## src/rtl/usb_line_pkg.sv

```systemverilog
// Shared encodings and limits for the USB full/low-speed line receiver.
// Line-state codes match the line_state output of usb_fs_line_rx.
package usb_line_pkg;

    typedef enum logic [1:0] {
        LS_SE0 = 2'd0,
        LS_J   = 2'd1,
        LS_K   = 2'd2,
        LS_SE1 = 2'd3
    } line_t;

    typedef enum logic [2:0] {
        ST_IDLE     = 3'd0,
        ST_SYNC     = 3'd1,
        ST_DATA     = 3'd2,
        ST_EOP      = 3'd3,
        ST_ERR_WAIT = 3'd4
    } rx_state_t;

    localparam int STUFF_ONES       = 6;
    localparam int SYNC_ZERO_SAT    = 7;
    localparam int EOP_MAX_SE0_BITS = 3;
    localparam int ERR_J_BITS       = 2;

    // j_is_p: 1 when J is D+ high (full speed), 0 when J is D- high (low speed)
    function automatic line_t decode_line(input logic p, input logic m, input logic j_is_p);
        line_t ls;
        case ({p, m})
            2'b00:   ls = LS_SE0;
            2'b11:   ls = LS_SE1;
            2'b10:   ls = j_is_p ? LS_J : LS_K;
            default: ls = j_is_p ? LS_K : LS_J;
        endcase
        return ls;
    endfunction

endpackage

```

## src/rtl/usb_nrzi_unstuff.sv

```systemverilog
// NRZI decoder and bit unstuffer: one decision per J/K sample strobe.
// level is 1 for J, 0 for K; stuffed zeros are dropped by deasserting bit_valid.
module usb_nrzi_unstuff
    import usb_line_pkg::*;
(
    input  logic clk,
    input  logic nreset,
    input  logic clear,
    input  logic strobe,
    input  logic level,
    output logic dec_bit,
    output logic bit_valid,
    output logic stuff_error
);

    logic       prev_level;
    logic [2:0] ones;
    logic       at_limit;

    assign dec_bit     = (level == prev_level);
    assign at_limit    = (ones == 3'(STUFF_ONES));
    assign bit_valid   = strobe && !(at_limit && !dec_bit);
    assign stuff_error = strobe && at_limit && dec_bit;

    // The ones run keeps counting through IDLE and SYNC; the zeros of SYNC
    // clear it, so the trailing SYNC one starts the run for the data field.
    always_ff @(posedge clk or negedge nreset) begin
        if (!nreset) begin
            prev_level <= 1'b1;
            ones       <= 3'd0;
        end else if (clear) begin
            prev_level <= 1'b1;
            ones       <= 3'd0;
        end else if (strobe) begin
            prev_level <= level;
            if (dec_bit && !at_limit) begin
                ones <= ones + 3'd1;
            end else begin
                ones <= 3'd0;
            end
        end
    end

endmodule

```

## src/rtl/usb_fs_line_rx.sv

```systemverilog
// USB line receiver: synchronizer, bit-phase recovery, SYNC/NRZI/unstuff/EOP framing.
// Optional SE0 bus-reset detector is built when USB_FS_LINE_RX_BUS_RESET_EN is defined.
module usb_fs_line_rx
    import usb_line_pkg::*;
#(
    parameter int CLKS_PER_BIT   = 4,
    parameter int FULLSPEED      = 1,
    parameter int MIN_SYNC_ZEROS = 3,
    parameter int RESET_CYCLES   = 480
) (
    input  logic       clk,
    input  logic       nreset,
    input  logic       linep,
    input  logic       linem,
    input  logic       enable,
    output logic [1:0] line_state,
    output logic       rx_active,
    output logic [7:0] rx_data,
    output logic       rx_valid,
    output logic       rx_eop,
    output logic       rx_error
`ifdef USB_FS_LINE_RX_BUS_RESET_EN
    ,
    output logic       bus_reset
`endif
);

    localparam logic J_P = (FULLSPEED != 0);
    localparam int PH_W = $clog2(CLKS_PER_BIT);
    localparam logic [PH_W-1:0] PH_LAST   = PH_W'(CLKS_PER_BIT - 1);
    localparam logic [PH_W-1:0] PH_SAMPLE = PH_W'(CLKS_PER_BIT / 2 - 1);

    if (CLKS_PER_BIT < 4 || (CLKS_PER_BIT % 2) != 0 || RESET_CYCLES < 1) begin : g_param_check
        $error("usb_fs_line_rx: CLKS_PER_BIT must be even and >= 4, RESET_CYCLES >= 1");
    end

    logic p_s1, p_s2, m_s1, m_s2;
    line_t ls, ls_prev;
    logic [PH_W-1:0] phase, phase_cur;
    logic jk_edge, sample, jk_strobe;
    logic dec_bit, bit_valid, stuff_error;
    logic br_hit;

    rx_state_t state, state_n;
    logic [2:0] zeros, zeros_n;
    logic [2:0] bit_cnt, bit_cnt_n;
    logic [7:0] shift, shift_n;
    logic [1:0] se0_bits, se0_bits_n;
    logic [1:0] j_bits, j_bits_n;
    logic       eop_bad, eop_bad_n;
    logic [7:0] data_n;
    logic       valid_n, eop_n, err_n;

    // An undriven (X/Z) line leaves the first stage holding its last value.
    always_ff @(posedge clk or negedge nreset) begin
        if (!nreset) begin
            p_s1 <= J_P;
            p_s2 <= J_P;
            m_s1 <= !J_P;
            m_s2 <= !J_P;
        end else begin
            if (linep == 1'b1) p_s1 <= 1'b1;
            else if (linep == 1'b0) p_s1 <= 1'b0;
            if (linem == 1'b1) m_s1 <= 1'b1;
            else if (linem == 1'b0) m_s1 <= 1'b0;
            p_s2 <= p_s1;
            m_s2 <= m_s1;
        end
    end

    assign ls         = decode_line(p_s2, m_s2, J_P);
    assign line_state = ls;

    // Bit phase restarts on the first cycle of every J/K edge; sampling sits mid-bit.
    assign jk_edge   = ((ls == LS_J) && (ls_prev == LS_K)) || ((ls == LS_K) && (ls_prev == LS_J));
    assign phase_cur = jk_edge ? '0 : phase;
    assign sample    = enable && (phase_cur == PH_SAMPLE);
    assign jk_strobe = sample && ((ls == LS_J) || (ls == LS_K));

    always_ff @(posedge clk or negedge nreset) begin
        if (!nreset) begin
            ls_prev <= LS_J;
            phase   <= '0;
        end else begin
            ls_prev <= ls;
            phase   <= (phase_cur == PH_LAST) ? '0 : phase_cur + 1'b1;
        end
    end

    usb_nrzi_unstuff u_nrzi_unstuff (
        .clk         (clk),
        .nreset      (nreset),
        .clear       (!enable),
        .strobe      (jk_strobe),
        .level       (ls == LS_J),
        .dec_bit     (dec_bit),
        .bit_valid   (bit_valid),
        .stuff_error (stuff_error)
    );

`ifdef USB_FS_LINE_RX_BUS_RESET_EN
    localparam int SE0_W = $clog2(RESET_CYCLES + 1);
    logic [SE0_W-1:0] se0_run;

    assign br_hit = (ls == LS_SE0) && (se0_run == SE0_W'(RESET_CYCLES - 1));

    always_ff @(posedge clk or negedge nreset) begin
        if (!nreset) begin
            se0_run   <= '0;
            bus_reset <= 1'b0;
        end else if (ls != LS_SE0) begin
            se0_run   <= '0;
            bus_reset <= 1'b0;
        end else begin
            if (se0_run != SE0_W'(RESET_CYCLES)) se0_run <= se0_run + 1'b1;
            if (br_hit) bus_reset <= 1'b1;
        end
    end
`else
    assign br_hit = 1'b0;
`endif

    always_ff @(posedge clk or negedge nreset) begin
        if (!nreset) state <= ST_IDLE;
        else         state <= state_n;
    end

    always_comb begin
        state_n    = state;
        zeros_n    = zeros;
        bit_cnt_n  = bit_cnt;
        shift_n    = shift;
        se0_bits_n = se0_bits;
        j_bits_n   = j_bits;
        eop_bad_n  = eop_bad;
        data_n     = rx_data;
        valid_n    = 1'b0;
        eop_n      = 1'b0;
        err_n      = 1'b0;
        case (state)
            ST_IDLE: begin
                if (sample && (ls == LS_K)) begin
                    state_n = ST_SYNC;
                    zeros_n = 3'd1;
                end
            end
            ST_SYNC: begin
                if (sample) begin
                    if (ls == LS_SE0) begin
                        state_n = ST_IDLE;
                    end else if (ls == LS_SE1) begin
                        state_n  = ST_ERR_WAIT;
                        j_bits_n = 2'd0;
                    end else if (!dec_bit) begin
                        zeros_n = (zeros == 3'(SYNC_ZERO_SAT)) ? zeros : zeros + 3'd1;
                    end else if (int'(zeros) >= MIN_SYNC_ZEROS) begin
                        state_n   = ST_DATA;
                        bit_cnt_n = 3'd0;
                    end else begin
                        state_n  = ST_ERR_WAIT;
                        j_bits_n = 2'd0;
                    end
                end
            end
            ST_DATA: begin
                if (sample) begin
                    if (ls == LS_SE0) begin
                        state_n    = ST_EOP;
                        se0_bits_n = 2'd1;
                        eop_bad_n  = (bit_cnt != 3'd0);
                    end else if ((ls == LS_SE1) || stuff_error) begin
                        err_n    = 1'b1;
                        state_n  = ST_ERR_WAIT;
                        j_bits_n = 2'd0;
                    end else if (bit_valid) begin
                        shift_n   = {dec_bit, shift[7:1]};
                        bit_cnt_n = bit_cnt + 3'd1;
                        if (bit_cnt == 3'd7) begin
                            data_n  = shift_n;
                            valid_n = 1'b1;
                        end
                    end
                end
            end
            ST_EOP: begin
                if (sample) begin
                    if (ls == LS_J) begin
                        eop_n   = 1'b1;
                        err_n   = eop_bad;
                        state_n = ST_IDLE;
                    end else if ((ls == LS_SE0) && (se0_bits != 2'(EOP_MAX_SE0_BITS))) begin
                        se0_bits_n = se0_bits + 2'd1;
                    end else begin
                        err_n    = 1'b1;
                        state_n  = ST_ERR_WAIT;
                        j_bits_n = 2'd0;
                    end
                end
            end
            ST_ERR_WAIT: begin
                if (sample) begin
                    if (ls != LS_J) begin
                        j_bits_n = 2'd0;
                    end else if (j_bits == 2'(ERR_J_BITS - 1)) begin
                        state_n = ST_IDLE;
                    end else begin
                        j_bits_n = j_bits + 2'd1;
                    end
                end
            end
            default: state_n = ST_IDLE;
        endcase
        if (br_hit || !enable) begin
            state_n   = ST_IDLE;
            valid_n   = 1'b0;
            eop_n     = 1'b0;
            err_n     = 1'b0;
            zeros_n   = 3'd0;
            bit_cnt_n = 3'd0;
            j_bits_n  = 2'd0;
        end
    end

    always_ff @(posedge clk or negedge nreset) begin
        if (!nreset) begin
            zeros    <= 3'd0;
            bit_cnt  <= 3'd0;
            shift    <= 8'd0;
            se0_bits <= 2'd0;
            j_bits   <= 2'd0;
            eop_bad  <= 1'b0;
            rx_data  <= 8'd0;
            rx_valid <= 1'b0;
            rx_eop   <= 1'b0;
            rx_error <= 1'b0;
        end else begin
            zeros    <= zeros_n;
            bit_cnt  <= bit_cnt_n;
            shift    <= shift_n;
            se0_bits <= se0_bits_n;
            j_bits   <= j_bits_n;
            eop_bad  <= eop_bad_n;
            rx_data  <= data_n;
            rx_valid <= valid_n;
            rx_eop   <= eop_n;
            rx_error <= err_n;
        end
    end

    assign rx_active = (state == ST_DATA) || (state == ST_EOP);

endmodule

```

## config.mk

```make
export PLATFORM = sky130hd
export DESIGN_NAME = usb_fs_line_rx
export DESIGN_NICKNAME = d
export VERILOG_FILES = /design/src/rtl/usb_line_pkg.sv /design/src/rtl/usb_nrzi_unstuff.sv /design/src/rtl/usb_fs_line_rx.sv
export SDC_FILE = /design/constraint.sdc
export NUM_CORES = 1
export LEC_CHECK = 0
export CORE_MARGIN = 3
export CORE_UTILIZATION = 40
export CTS_CLUSTER_DIAMETER = 200
export DETAILED_ROUTE_END_ITERATION = 12
export SKIP_CTS_REPAIR_TIMING = 1
export SYNTH_ARGS = -nofsm -noshare
export SYNTH_HDL_FRONTEND = slang
export SYNTH_SLANG_ARGS = --single-unit
```

## constraint.sdc

```tcl
create_clock -name clk -period 3.5 [get_ports clk]
set_input_delay 0.525 -clock clk [delete_from_list [all_inputs] [get_ports clk]]
set_output_delay 0.525 -clock clk [all_outputs]
set_load 0.01 [all_outputs]
```

==> flow_metrics.tcl <==
set metrics [dict create \
    path_class "reg -> reg" \
    synthCells 236 \
    grt_max_degree 45 \
    final_layout_size_suffix_gt1_frac 0.126 \
    synth.net_count 256 \
    final_nets 273 \
    cts.clk_slew.worst_paths_ns 0.09 \
    cts_buffers 5 \
    dp_hpwl_mm 3.24 \
    synthTopCellsByCount "nand2_1 (41), dfrtp_1 (40), inv_1 (17), ha_1 (15), mux2_2 (11)" \
    cts_tree "done" \
    clkSinkCount 44 \
    detail-route-antenna-nets 0 \
    tightest_slew_ns 0.955 \
    hold_viol 0 \
    core_mm2 0.00561 \
    fin_setup_tns_ns 0 \
    power_mw 1.11 \
    grt_pass1_vias 1640 \
    crit_chain "inv_1 -> ha_1 -> a31oi_1 -> and2_1 -> ha_1 -> nand4b_4 -> nor4_1 -> nand2_1 -> mux2_2" \
    cap_violations 0 \
    cp_max_fo 12 \
    grt_overflow 0 \
    start_util 0.420 \
    ios 19 \
    fin_skew_ns 0.00694 \
    synth.largest_area_cell "dfrtp_1" \
    avgSynthCellArea_um2 9.97 \
    die_w_um 82.7 \
    synthArstFlopShare 1.00 \
    outcome "completed" \
    crit_path_end_kind "flop" \
    synthTopCellsByArea "dfrtp_1 (43%), ha_1 (8.0%), nand2_1 (6.5%)" \
    drc 0 \
    slew_headroom 0.363 \
    synth_top_cell_area_share 0.425 \
    synth.most_common_cell "nand2_1" \
    period_minus_slack_ns 2.96 \
    die_h_um 82.7 \
    antennaDiodeCount 0 \
    vias 1706 \
    hold_path.class "reg -> reg" \
    critPathSlowestCell "dfstp_2" \
    report.final.setup_viol 0 \
    fin_cells 326 \
    clock_path_buffers 2 \
    synth_area_mm2 0.00235 \
    yosysWarnings 0 \
    clk-insertion-delay-late_ns 0.29 \
    synth_seq_area_share 0.470 \
    routed_wl_mm 4.57 \
    dr.pass1.iters 4 \
    syn_to_final_growth_pct 14.0 \
    drv_slew 0 \
    rsz0062_at_grt "no" \
    wl_per_cell_um 14.0 \
    holdWs_ns 0.357 \
    grt_use_total 0.151 \
    antenna_found_initial 0 \
    required_ns 3.69 \
    synth_edf_count 0 \
    ys_types 49 \
    fillers 554 \
    cp.arrival_ns 3.15 \
    dieArea_mm2 0.00684 \
    synth-seq-cells 44 \
    port-buffer-count 18 \
    worstSetupStartpointType "flop" \
    htree_levels 2 \
    drt_iter0_markers 118 \
    crit_top_cell "ha_1" \
    synth-main-ff-cell "dfrtp_1" \
    dp.cells 318 \
    leakage_nw 1.24 \
    period_share 0.845 \
    cp_slowest_stage_delay_ns 0.56 \
    row_count 27 \
    cts-root-buf "clkbuf_8" \
    max_clock_freq_ghz 0.338 \
    grt_pass1_wl_mm 7.90 \
    power.density_mw_per_mm2 414 \
    routed_via_density 5.23 \
    ir_drop_mv 0.214 \
    place_congestion 0.827 \
]
flip-flops by register name, indices dropped and copies added, names as in the netlist:
| register | count |
|---|---|
| rx_eop | 1 |
| rx_valid | 1 |
| u_nrzi_unstuff.ones | 3 |
| j_bits | 2 |
| state | 3 |
| se0_bits | 2 |
| m_s2 | 1 |
| m_s1 | 1 |
| shift | 7 |
| p_s1 | 1 |
| rx_error | 1 |
| p_s2 | 1 |
| u_nrzi_unstuff.prev_level | 1 |
| zeros | 3 |
| ls_prev | 2 |
| rx_data | 8 |
| eop_bad | 1 |
| phase | 2 |
| bit_cnt | 3 |
cell families after synthesis:
logic type / after synthesis / synth area share
XOR/XNOR: 3 / 0.0112
AND/OR/NAND/NOR: 91 / 0.208
flip-flops: 44 / 0.470
buffers and inverters: 27 / 0.0452
multiplexers: 18 / 0.0824
AO/OA/AOI/OAI: 38 / 0.103
adder cells (fa/ha/maj): 15 / 0.0797
area by class of cell:
class | instances | area (um2) | share of cell area
clock buffers | 5 | 68.8 | 0.0256
clock inverters | 3 | 23.8 | 0.00886
inverters | 17 | 63.8 | 0.0238
multi-input cells | 165 | 1140 | 0.425
flip-flops and latches | 44 | 1110 | 0.412
well taps | 72 | 90.1 | 0.0336
repair buffers | 20 | 190 | 0.0709
critical path: cells and delay by family, from the launching register on:
kind	cells	cell delay (ns)
buffers and inverters	1	0.06
adder cells (fa/ha/maj)	2	0.68
multiplexers	1	0.35
flip-flops	1	0.56
AND/OR/NAND/NOR	4	0.97
AO/OA/AOI/OAI	1	0.23
worst paths after layout:
| check | from | end | slack [ns] | cells past startpoint |
|---|---|---|---|---|
| max | p_s2 | rx_data[0] | 0.54 | 9 |
| min | m_s1 | m_s2 | 0.36 | 0 |
| max reg2reg | p_s2 | rx_data[0] | 0.54 | 9 |
| min reg2reg | m_s1 | m_s2 | 0.36 | 0 |
| max in group asynchronous | nreset | state[2] | 2.53 | 1 |
| min in group asynchronous | nreset | phase[1] | 0.38 | 1 |
placed cells by master, fill, tap and decap left out, drive strengths merged, types with 7 or more instances in the layout:
master,Yosys,final
a21oi,10,10
clkdlybuf4s50,0,17
dfrtp,40,40
ha,15,15
inv,17,17
mux2,11,11
mux2i,7,7
nand2,41,41
nand3,8,8
nor2,8,8
o21ai,11,11
per-stage QoR:
step / util / area [um2] / worst slack, ns
after floorplan: - / 2350 / 0.744
after global placement: 0.462 / 2590 / 0.652
after detailed placement: 0.462 / 2590 / 0.537
after CTS: 0.479 / 2680 / 0.512
after global routing: 0.479 / 2680 / 0.216
final: 0.479 / 2680 / 0.541
power breakdown:
| group | switching, mW | internal, mW | total [mW] |
|---|---|---|---|
| registers | 0.0383 | 0.537 | 0.575 |
| logic | 0.126 | 0.0922 | 0.218 |
| clock network | 0.178 | 0.141 | 0.319 |
| total | 0.342 | 0.770 | 1.11 |
per-layer routing:
layer,GRT usage,routed length [um]
met4,0.0392,28
met5,0,0
met3,0.0390,157
met1,0.213,2270
met2,0.232,2120
Power figures use the tool's default switching activity.
